--- src/rtl/periph_pwm_multi.sv ---
// periph_pwm_multi
// Multi-channel APB PWM peripheral. One shared prescaler produces a tick
// every PRESC+1 PCLK cycles. Each channel counts ticks up to its active
// period and drives a registered PWM level. Period and duty are
// double-buffered: the active copies reload only when the channel wraps,
// or continuously while the channel is disabled.
//
// Ports
//   PCLK, PRESET            clock, async active-low reset
//   PADDR/PWRITE/PSEL/
//   PENABLE/PWDATA          APB request (PADDR[7:2] decoded)
//   PRDATA, PREADY          APB response, zero wait states
//   pwm_out[NUM_CH]         registered PWM outputs
//   irq                     level interrupt, |(IRQ_STAT & IRQ_EN)
module periph_pwm_multi #(
  parameter int NUM_CH = 4,
  parameter int CNT_W  = 16
) (
  input  logic              PCLK,
  input  logic              PRESET,
  input  logic [31:0]       PADDR,
  input  logic              PWRITE,
  input  logic              PSEL,
  input  logic              PENABLE,
  input  logic [31:0]       PWDATA,
  output logic [31:0]       PRDATA,
  output logic              PREADY,
  output logic [NUM_CH-1:0] pwm_out,
  output logic              irq
);

  localparam logic [5:0] A_CTRL     = 6'h00;
  localparam logic [5:0] A_PRESC    = 6'h01;
  localparam logic [5:0] A_CH_EN    = 6'h02;
  localparam logic [5:0] A_POL      = 6'h03;
  localparam logic [5:0] A_IRQ_EN   = 6'h04;
  localparam logic [5:0] A_IRQ_STAT = 6'h05;
  localparam logic [CNT_W-1:0] C_ONE = CNT_W'(1);

  logic              r_gen;
  logic [CNT_W-1:0]  r_presc;
  logic [NUM_CH-1:0] r_ch_en;
  logic [NUM_CH-1:0] r_pol;
  logic [NUM_CH-1:0] r_irq_en;
  logic [NUM_CH-1:0] r_irq_stat;
  logic [CNT_W-1:0]  r_period   [NUM_CH];
  logic [CNT_W-1:0]  r_duty     [NUM_CH];
  logic [CNT_W-1:0]  r_pre_cnt;
  logic [CNT_W-1:0]  r_cnt      [NUM_CH];
  logic [CNT_W-1:0]  r_per_act  [NUM_CH];
  logic [CNT_W-1:0]  r_duty_act [NUM_CH];
  logic [NUM_CH-1:0] r_pwm;

  logic [5:0]        w_word;
  logic              w_wr;
  logic              w_rd;
  logic              w_tick;
  logic [NUM_CH-1:0] w_act;
  logic [NUM_CH-1:0] w_wrap;
  logic [NUM_CH-1:0] w_w1c;
  logic              w_unused;

  assign w_word = PADDR[7:2];
  assign w_wr   = PSEL & PENABLE & PWRITE;
  assign w_rd   = PSEL & ~PWRITE;
  // >= rather than == so lowering PRESC below the running count ticks at once
  assign w_tick = r_gen && (r_pre_cnt >= r_presc);
  assign w_act  = {NUM_CH{r_gen}} & r_ch_en;
  assign w_w1c  = (w_wr && (w_word == A_IRQ_STAT)) ? PWDATA[NUM_CH-1:0] : '0;

  assign PREADY   = 1'b1;
  assign pwm_out  = r_pwm;
  assign irq      = |(r_irq_stat & r_irq_en);
  assign w_unused = ^{PADDR[31:8], PADDR[1:0], PWDATA};

  always_comb begin
    w_wrap = '0;
    for (int n = 0; n < NUM_CH; n++) begin
      w_wrap[n] = w_act[n] && w_tick && (r_cnt[n] == r_per_act[n]);
    end
  end

  // Register file
  always_ff @(posedge PCLK or negedge PRESET) begin
    if (!PRESET) begin
      r_gen      <= 1'b0;
      r_presc    <= '0;
      r_ch_en    <= '0;
      r_pol      <= '0;
      r_irq_en   <= '0;
      r_irq_stat <= '0;
      for (int n = 0; n < NUM_CH; n++) begin
        r_period[n] <= '0;
        r_duty[n]   <= '0;
      end
    end else begin
      if (w_wr) begin
        case (w_word)
          A_CTRL:   r_gen    <= PWDATA[0];
          A_PRESC:  r_presc  <= PWDATA[CNT_W-1:0];
          A_CH_EN:  r_ch_en  <= PWDATA[NUM_CH-1:0];
          A_POL:    r_pol    <= PWDATA[NUM_CH-1:0];
          A_IRQ_EN: r_irq_en <= PWDATA[NUM_CH-1:0];
          default: ;
        endcase
        for (int n = 0; n < NUM_CH; n++) begin
          if (w_word == 6'(8 + 2 * n)) r_period[n] <= PWDATA[CNT_W-1:0];
          if (w_word == 6'(9 + 2 * n)) r_duty[n]   <= PWDATA[CNT_W-1:0];
        end
      end
      // a wrap in the same cycle as a clear keeps the bit set
      r_irq_stat <= (r_irq_stat & ~w_w1c) | w_wrap;
    end
  end

  // Prescaler
  always_ff @(posedge PCLK or negedge PRESET) begin
    if (!PRESET) begin
      r_pre_cnt <= '0;
    end else if (!r_gen || w_tick) begin
      r_pre_cnt <= '0;
    end else begin
      r_pre_cnt <= r_pre_cnt + C_ONE;
    end
  end

  // Channel counters, active copies and output levels
  always_ff @(posedge PCLK or negedge PRESET) begin
    if (!PRESET) begin
      r_pwm <= '0;
      for (int n = 0; n < NUM_CH; n++) begin
        r_cnt[n]      <= '0;
        r_per_act[n]  <= '0;
        r_duty_act[n] <= '0;
      end
    end else begin
      for (int n = 0; n < NUM_CH; n++) begin
        r_pwm[n] <= w_act[n] ? ((r_cnt[n] < r_duty_act[n]) ^ r_pol[n]) : r_pol[n];
        if (!w_act[n] || w_wrap[n]) begin
          r_cnt[n]      <= '0;
          r_per_act[n]  <= r_period[n];
          r_duty_act[n] <= r_duty[n];
        end else if (w_tick) begin
          r_cnt[n] <= r_cnt[n] + C_ONE;
        end
      end
    end
  end

  // Read mux, combinational while selected for read
  always_comb begin
    PRDATA = '0;
    if (w_rd) begin
      case (w_word)
        A_CTRL:     PRDATA = {31'b0, r_gen};
        A_PRESC:    PRDATA = 32'(r_presc);
        A_CH_EN:    PRDATA = 32'(r_ch_en);
        A_POL:      PRDATA = 32'(r_pol);
        A_IRQ_EN:   PRDATA = 32'(r_irq_en);
        A_IRQ_STAT: PRDATA = 32'(r_irq_stat);
        default: ;
      endcase
      for (int n = 0; n < NUM_CH; n++) begin
        if (w_word == 6'(8 + 2 * n)) PRDATA = 32'(r_period[n]);
        if (w_word == 6'(9 + 2 * n)) PRDATA = 32'(r_duty[n]);
      end
    end
  end

endmodule

--- config.mk ---
export PLATFORM = sky130hd
export DESIGN_NAME = periph_pwm_multi
export DESIGN_NICKNAME = d
export VERILOG_FILES = /design/src/rtl/periph_pwm_multi.sv
export SDC_FILE = /design/constraint.sdc
export NUM_CORES = 1
export LEC_CHECK = 0
export CAP_MARGIN = 20
export CORE_MARGIN = 1
export CORE_UTILIZATION = 54
export CTS_BUF_LIST = sky130_fd_sc_hd__clkbuf_4 sky130_fd_sc_hd__clkbuf_8
export DETAILED_ROUTE_END_ITERATION = 12
export GPL_TIMING_DRIVEN = 0
export PLACE_DENSITY = 0.8
export SETUP_SLACK_MARGIN = 0.4
export SYNTH_ARGS = -nofsm -noshare
export SYNTH_HDL_FRONTEND = slang
export SYNTH_SLANG_ARGS = --single-unit
--- constraint.sdc ---
create_clock -name PCLK -period 5.65 [get_ports PCLK]
set_clock_uncertainty 0.05 [all_clocks]
set_input_delay 0.8475 -clock PCLK [delete_from_list [all_inputs] [get_ports PCLK]]
set_output_delay 0.8475 -clock PCLK [all_outputs]
set_load 0.02 [all_outputs]
==> impl_metrics.py, run 1 <==
metrics = {
    "outcome": {
        "status": "completed",
    },
    "pwr": {
        "p_comb_share_pct": 10.4,
        "p_switching_mw": 1.593,
        "power_leakage_nw": 10.25,
        "ir_worst_vdd_mv": 0.2256,
        "sequentialPowerShare_pct": 47.1,
        "p_int_mw": 4.476,
        "power.total_mw": 6.069,
        "switching_share_pct": 26.25,
        "clock_power_share_pct": 42.4,
        "power_density_nw_per_um2": 275.7,
    },
    "clock_tree": {
        "cts_buffers": 60,
        "cts_max_path_buffers": 3,
        "post-cts-setup-buffer-count": 0,
        "cts_tree": "built",
        "clk_latency_ns": 0.63,
        "hold_buffers": 0,
        "post_cts_resize_count": 5,
        "h-tree-depth": 2,
        "cts.reportedPaths.clkPinSlew_ns": 0.07,
        "cts_sinks": 373,
        "cts_root_buffer": "clkbuf_8",
    },
    "grt": {
        "grt_overflow": 0,
        "grt_antenna_before_repair": 2,
        "grt_pass1_wl_mm": 86.85,
        "grt_pass1_vias": 14510,
        "grt_max_degree": 123,
        "grt_use_total_pct": 32.05,
    },
    "yosys": {
        "avgSynthCellArea_um2": 11.48,
        "synth.area.top_cells": "dfrtp_1 48%, mux2_2 15%, ha_1 5.2%, xnor2_1 2.6%, xor2_1 2.3%",
        "yosysSeqAreaShare_pct": 48.11,
        "ys.flop_type": "dfrtp_1",
        "synthTopCellsByCount": "373 x dfrtp_1, 261 x mux2_2, 100 x nand2_1",
        "post-synth-top-count-cell": "dfrtp_1",
        "synth_top_area_share_pct": 48.11,
        "yosys_warnings": 0,
        "synth.area.mux_share_pct": 17.82,
        "synth_area_um2": 19400,
        "synth-xor-area-share_pct": 4.875,
        "ys_seq_elements": 373,
        "synth_top_family_by_area": "multiplexers",
        "synthCells": 1690,
        "yosys.area.top_type": "dfrtp_1",
        "async_reset_ff_share_pct": 100.0,
        "synthDistinctLibCells": 78,
        "synth-edff-count": 0,
        "synth_compound_area_share_pct": 8.944,
        "yosys.area_share.adder_pct": 5.223,
        "synthSimpleGateAreaFrac_pct": 10.75,
    },
    "worst_setup_path": {
        "cp-start-kind": "input port",
        "crit_arrival_ns": 4.28,
        "cp-end-kind": "output port",
        "cp.required_ns": 4.75,
        "critPathKind": "in2out",
        "cp-startpoint": "PADDR[2]",
        "r2r-start": "r_presc[15]$_DFFE_PN0P_",
        "reg2reg_to": "r_cnt[50]$_DFFE_PN0P_",
        "endpoint": "PRDATA[7]",
        "r2r_cells": 10,
        "cp_max_fo": 10,
        "rrSetupSlack_ns": 1.72,
    },
    "timing": {
        "slew_headroom_pct": 23.45,
        "final_hold_viol_count": 0,
        "grt_setup_unrepaired": "false",
        "fin_hold_ws_ns": 0.05806,
        "fin_crit_ns": 5.181,
        "fin_crit_sh_pct": 91.70,
        "tightest_slew_ns": 1.144,
        "clock.fmax_mhz": 193.0,
        "drv_slew": 0,
        "tns_ns": 0,
        "setup_viol": 0,
        "setup_ws_ns": 0.4690,
    },
    "cells_and_area": {
        "fin_area_um2": 22010,
        "area_delta_synth_final_pct": 13.44,
        "drive_gt1_share_pct": 25.16,
        "fin_nets": 1967,
        "multi_input_area_um2": 9360,
        "fin_cells": 2322,
        "fin_util_pct": 62.03,
        "fillers": 2750,
        "ff_latch_area_um2": 9334,
    },
    "routing": {
        "vias": 14300,
        "wl_per_cell_um": 24.69,
        "drtIter0Drc": 1285,
        "via_per_inst": 6.159,
        "drc": 0,
        "ant_nets": 0,
        "firstDrtPassIters": 8,
        "routed_wl_mm": 57.34,
    },
    "placed_design": {
        "pre_cts_slack_ns": 0.06022,
        "numPortBuffers": 47,
        "dp_cells": 2216,
        "gp_congestion": 1.059,
        "dpl-instance-area_um2": 20590,
        "hpwlAfterDp_mm": 42.03,
    },
    "die": {
        "core_um2": 35480,
        "placement_rows": 69,
        "die_height_um": 191.6,
        "die_w_um": 191.6,
        "start_util_pct": 54.68,
        "die_area_um2": 36690,
        "io_pins": 107,
    },
    "flow_run": {
        "cap_violations": 0,
    },
    "min_path": {
        "hp-class": "in2async",
    },
}
## worst min path at each step
stage	slack (ns)	endpoint	startpoint
after floorplan	0.41	r_irq_stat[3]$_DFF_PN0_	r_irq_stat[3]$_DFF_PN0_
after global placement	0.43	r_duty_act[62]$_DFFE_PN0N_	r_duty_act[62]$_DFFE_PN0N_
after detailed placement	0.43	r_duty_act[62]$_DFFE_PN0N_	r_duty_act[62]$_DFFE_PN0N_
after CTS	0.04	r_per_act[49]$_DFFE_PN0N_	PRESET
after global routing	0.06	r_per_act[49]$_DFFE_PN0N_	PRESET
final	0.06	r_cnt[62]$_DFFE_PN0P_	PRESET
## worst max-delay path, cell delays in order
cell,delay [ns]
clkdlybuf4s50_1,0.63
clkbuf_4,0.34
buf_2,0.34
mux2_2,0.40
o22ai_1,0.42
o21ai_0,0.15
a221oi_1,0.41
a21oi_1,0.17
clkdlybuf4s50_1,0.56
## kinds of logic (layout without fill, tap and decap cells)
group	after synthesis	count (layout)
xor+xnor	108	108
buf+inv	175	330
other cells	2	18
fa+ha+maj	81	81
mux	301	301
simple gates	400	400
compound gates	250	250
flops	373	373
## layout by cell type (no fill, tap or decap), drive strengths merged, types with 15 or more instances in the layout
cell,instances
inv,86
nand4,30
ha,81
nor2,56
nand3,38
a221oi,15
xor2,50
xnor2,58
dfrtp,373
clkdlybuf4s50,46
nor3,51
clkbuf,132
a21boi,17
or3,21
o22ai,17
conb,17
mux2,292
nor4,19
and3,24
a22oi,22
nand2,102
a21oi,48
o21ai,44
buf,60
## layout make-up
cell class | instances | area share [%]
repair buffers | 50 | 2.535
well taps | 461 | 2.621
clock buffers | 98 | 5.730
flip-flops and latches | 373 | 42.41
inverters | 85 | 1.450
diodes | 1 | 0.01137
multi-input cells | 1157 | 42.53
plain buffers | 90 | 2.314
clock inverters | 7 | 0.4036
## state kept, by name, indices dropped and copies added (netlist names)
name	cells
r_cnt	64
r_duty	64
r_duty_act	64
r_per_act	64
r_period	64
r_pre_cnt	16
r_presc	16
pwm_out	4
r_ch_en	4
r_irq_en	4
r_irq_stat	4
r_pol	4
r_gen	1
## power by group through the flow
stage               combinational [mW]  sequential, mW  clock (mW)
finish                           0.634            2.86        2.57
global route                     0.673            2.87        2.71
CTS                              0.622            2.86        2.60
floorplan                        0.325            2.87           0
global placement                 0.594            2.90           0
detailed placement               0.618            2.90           0
## layer usage
layer | wire [µm] | part of all wire [%] | vias up | global-route usage [%]
met4 | 2521 | 4.4 | 0 | 14.77
met2 | 26830 | 47 | 558 | 51.00
met1 | 23650 | 41 | 7286 | 42.13
li1 | - | - | 6350 | -
met3 | 4337 | 7.6 | 108 | 6.499
met5 | 0 | 0 | - | 0
No activity file was read; power rests on OpenSTA's default activity.
==> run 2, diff against run 1 <==
- clock period: 5.65 -> 5.16 ns (I/O delays scaled with it)
==> run 2 against run 1 <==
  * Register-to-register slack lost 0.45 ns
  * Critical path depth is the same
  * Sequential power grew 9.4%
  * Total power grew 9.6%
  * Utilization grew 0.24 points
  * Highest routed layer is now met5
==> impl_metrics.py, run 2 (synthesis gave the netlist of run 1 again) <==
metrics = {
    "cells_and_area": {
        "fin_cells": 2322,
        "antenna_cells": 0,
        "area_delta_synth_final_pct": 13.88,
        "fin_nets": 1968,
        "fin_area_um2": 22100,
        "final_common_cell": "dfrtp_1",
        "final_cell_mix": "373 x dfrtp_1, 261 x mux2_2, 100 x nand2_1",
        "drive_gt1_share_pct": 25.74,
    },
    "routing": {
        "vias": 14390,
        "drc": 0,
        "wl_per_cell_um": 24.78,
        "routed_wl_mm": 57.54,
        "ant_nets": 0,
        "via_per_inst": 6.198,
        "firstDrtPassIters": 5,
        "drtIter0Drc": 1322,
    },
    "flow_run": {
        "cap_violations": 0,
    },
    "min_path": {
        "hp-class": "reg2reg",
    },
    "grt": {
        "grt_pass1_wl_mm": 87.12,
        "grt_pass1_vias": 14530,
        "grt_max_degree": 123,
        "grt_antenna_before_repair": 4,
        "grt_overflow": 0,
        "grt_use_total_pct": 32.16,
    },
    "worst_setup_path": {
        "cp_num_buf_inv": 4,
        "rrSetupSlack_ns": 1.27,
        "critical_path.top_delay_family": "buffers and inverters",
        "cp-startpoint": "PADDR[2]",
        "crit_chain": "clkdlybuf4s50_1 > buf_6 > clkbuf_4 > mux2_2 > o22ai_2 > o21ai_0 > a221oi_2 > a21oi_1 > clkdlybuf4s50_1",
        "cp_num_cells": 9,
        "reg2reg_to": "r_pre_cnt[6]$_DFF_PN0_",
        "crit_arrival_ns": 3.90,
        "cp-start-kind": "input port",
        "r2r-start": "r_presc[15]$_DFFE_PN0P_",
        "endpoint": "PRDATA[12]",
        "r2r_cells": 9,
        "critPathKind": "in2out",
        "cpPeakStageDelay_ns": 0.64,
        "critPathSlowestCell": "clkdlybuf4s50_1",
        "cp-end-kind": "output port",
        "cp_max_fo": 10,
        "cp_common_cell": "clkdlybuf4s50_1",
        "cp.required_ns": 4.34,
    },
    "pwr": {
        "power_leakage_nw": 10.28,
        "power_density_nw_per_um2": 301.0,
        "ir_worst_vdd_mv": 0.2468,
        "power.total_mw": 6.652,
    },
    "placed_design": {
        "dpl-instance-area_um2": 20590,
        "numPortBuffers": 47,
        "hpwlAfterDp_mm": 42.03,
        "dp_cells": 2216,
        "gp_congestion": 1.059,
    },
    "timing": {
        "fin_crit_ns": 4.729,
        "clock.fmax_mhz": 211.5,
        "fin_crit_sh_pct": 91.64,
        "drv_slew": 0,
        "final_hold_viol_count": 0,
        "setup_viol": 0,
        "tightest_slew_ns": 1.126,
        "grt_setup_unrepaired": "true",
        "slew_headroom_pct": 24.64,
    },
    "outcome": {
        "status": "completed",
    },
    "clock_tree": {
        "cts_tree": "built",
        "clk_latency_ns": 0.63,
        "h-tree-depth": 2,
        "cts_buffers": 60,
        "cts.reportedPaths.clkPinSlew_ns": 0.07,
        "cts_root_buffer": "clkbuf_8",
        "cts_max_path_buffers": 3,
        "cts_sinks": 373,
    },
    "die": {
        "die_w_um": 191.6,
        "start_util_pct": 54.68,
        "die_area_um2": 36690,
        "core_um2": 35480,
        "io_pins": 107,
        "placement_rows": 69,
        "die_height_um": 191.6,
    },
}
-- run 2: cell count changes in the layout (fill, tap and decap cells not counted), sizes merged --
cell / previous run / this run
buf: 60 / 58
dlygate4sd3: 0 / 1
diode: 1 / 0
clkbuf: 132 / 134
-- run 2: worst min path at each step --
stage                                     startpoint                         end  slack (ns)  depth (start not counted)
after detailed placement  r_duty_act[62]$_DFFE_PN0N_  r_duty_act[62]$_DFFE_PN0N_        0.43                          1
after CTS                 r_duty_act[62]$_DFFE_PN0N_  r_duty_act[62]$_DFFE_PN0N_        0.45                          1
after global routing      r_duty_act[62]$_DFFE_PN0N_  r_duty_act[62]$_DFFE_PN0N_        0.47                          1
after floorplan              r_irq_stat[3]$_DFF_PN0_     r_irq_stat[3]$_DFF_PN0_        0.41                          2
final                     r_duty_act[62]$_DFFE_PN0N_  r_duty_act[62]$_DFFE_PN0N_        0.45                          1
after global placement    r_duty_act[62]$_DFFE_PN0N_  r_duty_act[62]$_DFFE_PN0N_        0.43                          1
-- run 2: where the power goes --
part           switching, mW  internal, mW
Combinational          0.467         0.235
Sequential            0.0961          3.04
Clock                   1.18          1.63
-- run 2: stage by stage --
stage	hold slack, ns	worst slack (ns)	TNS, ns	util (%)
after global routing	0.4660	0.3485	0	62.27
after floorplan	0.4081	1.807	0	-
final	0.4482	0.4312	0	62.27
after detailed placement	0.4335	-0.2828	-0.3976	58.04
after CTS	0.4484	0.2709	0	62.10
after global placement	0.4256	-12.64	-4706.56	57.79
-- run 2: what timing repair did --
| item | CTS | global route |
|---|---|---|
| hold endpoints to repair | 38 | 0 |
| resized for setup | 18 | 19 |
| setup endpoints to repair | 16 | 16 |
| hold buffers | 1 | 0 |
| setup buffers | 0 | 0 |
-- run 2: layer usage --
metal  wire length [µm]  global-route usage [%]  up-vias  part of all wire, %
met5                 11                       0        -                0.019
met4               2787                   15.72        2                  4.8
met3               4071                   6.260      136                  7.1
met2              26700                   50.82      584                   46
met1              23970                   42.42     7322                   42
li1                   -                       -     6347                    -
-- run 2: area by class of cell --
| class | instances | area (µm²) |
|---|---|---|
| tap | 461 | 576.8 |
| timing repair buffer | 51 | 568.0 |
| sequential | 373 | 9334 |
| multi-input combinational | 1157 | 9420 |
| clock buffer | 98 | 1261 |
| clock inverter | 7 | 88.84 |
| buffer | 90 | 528.0 |
| fill | 2740 | 13390 |
| inverter | 85 | 319.1 |
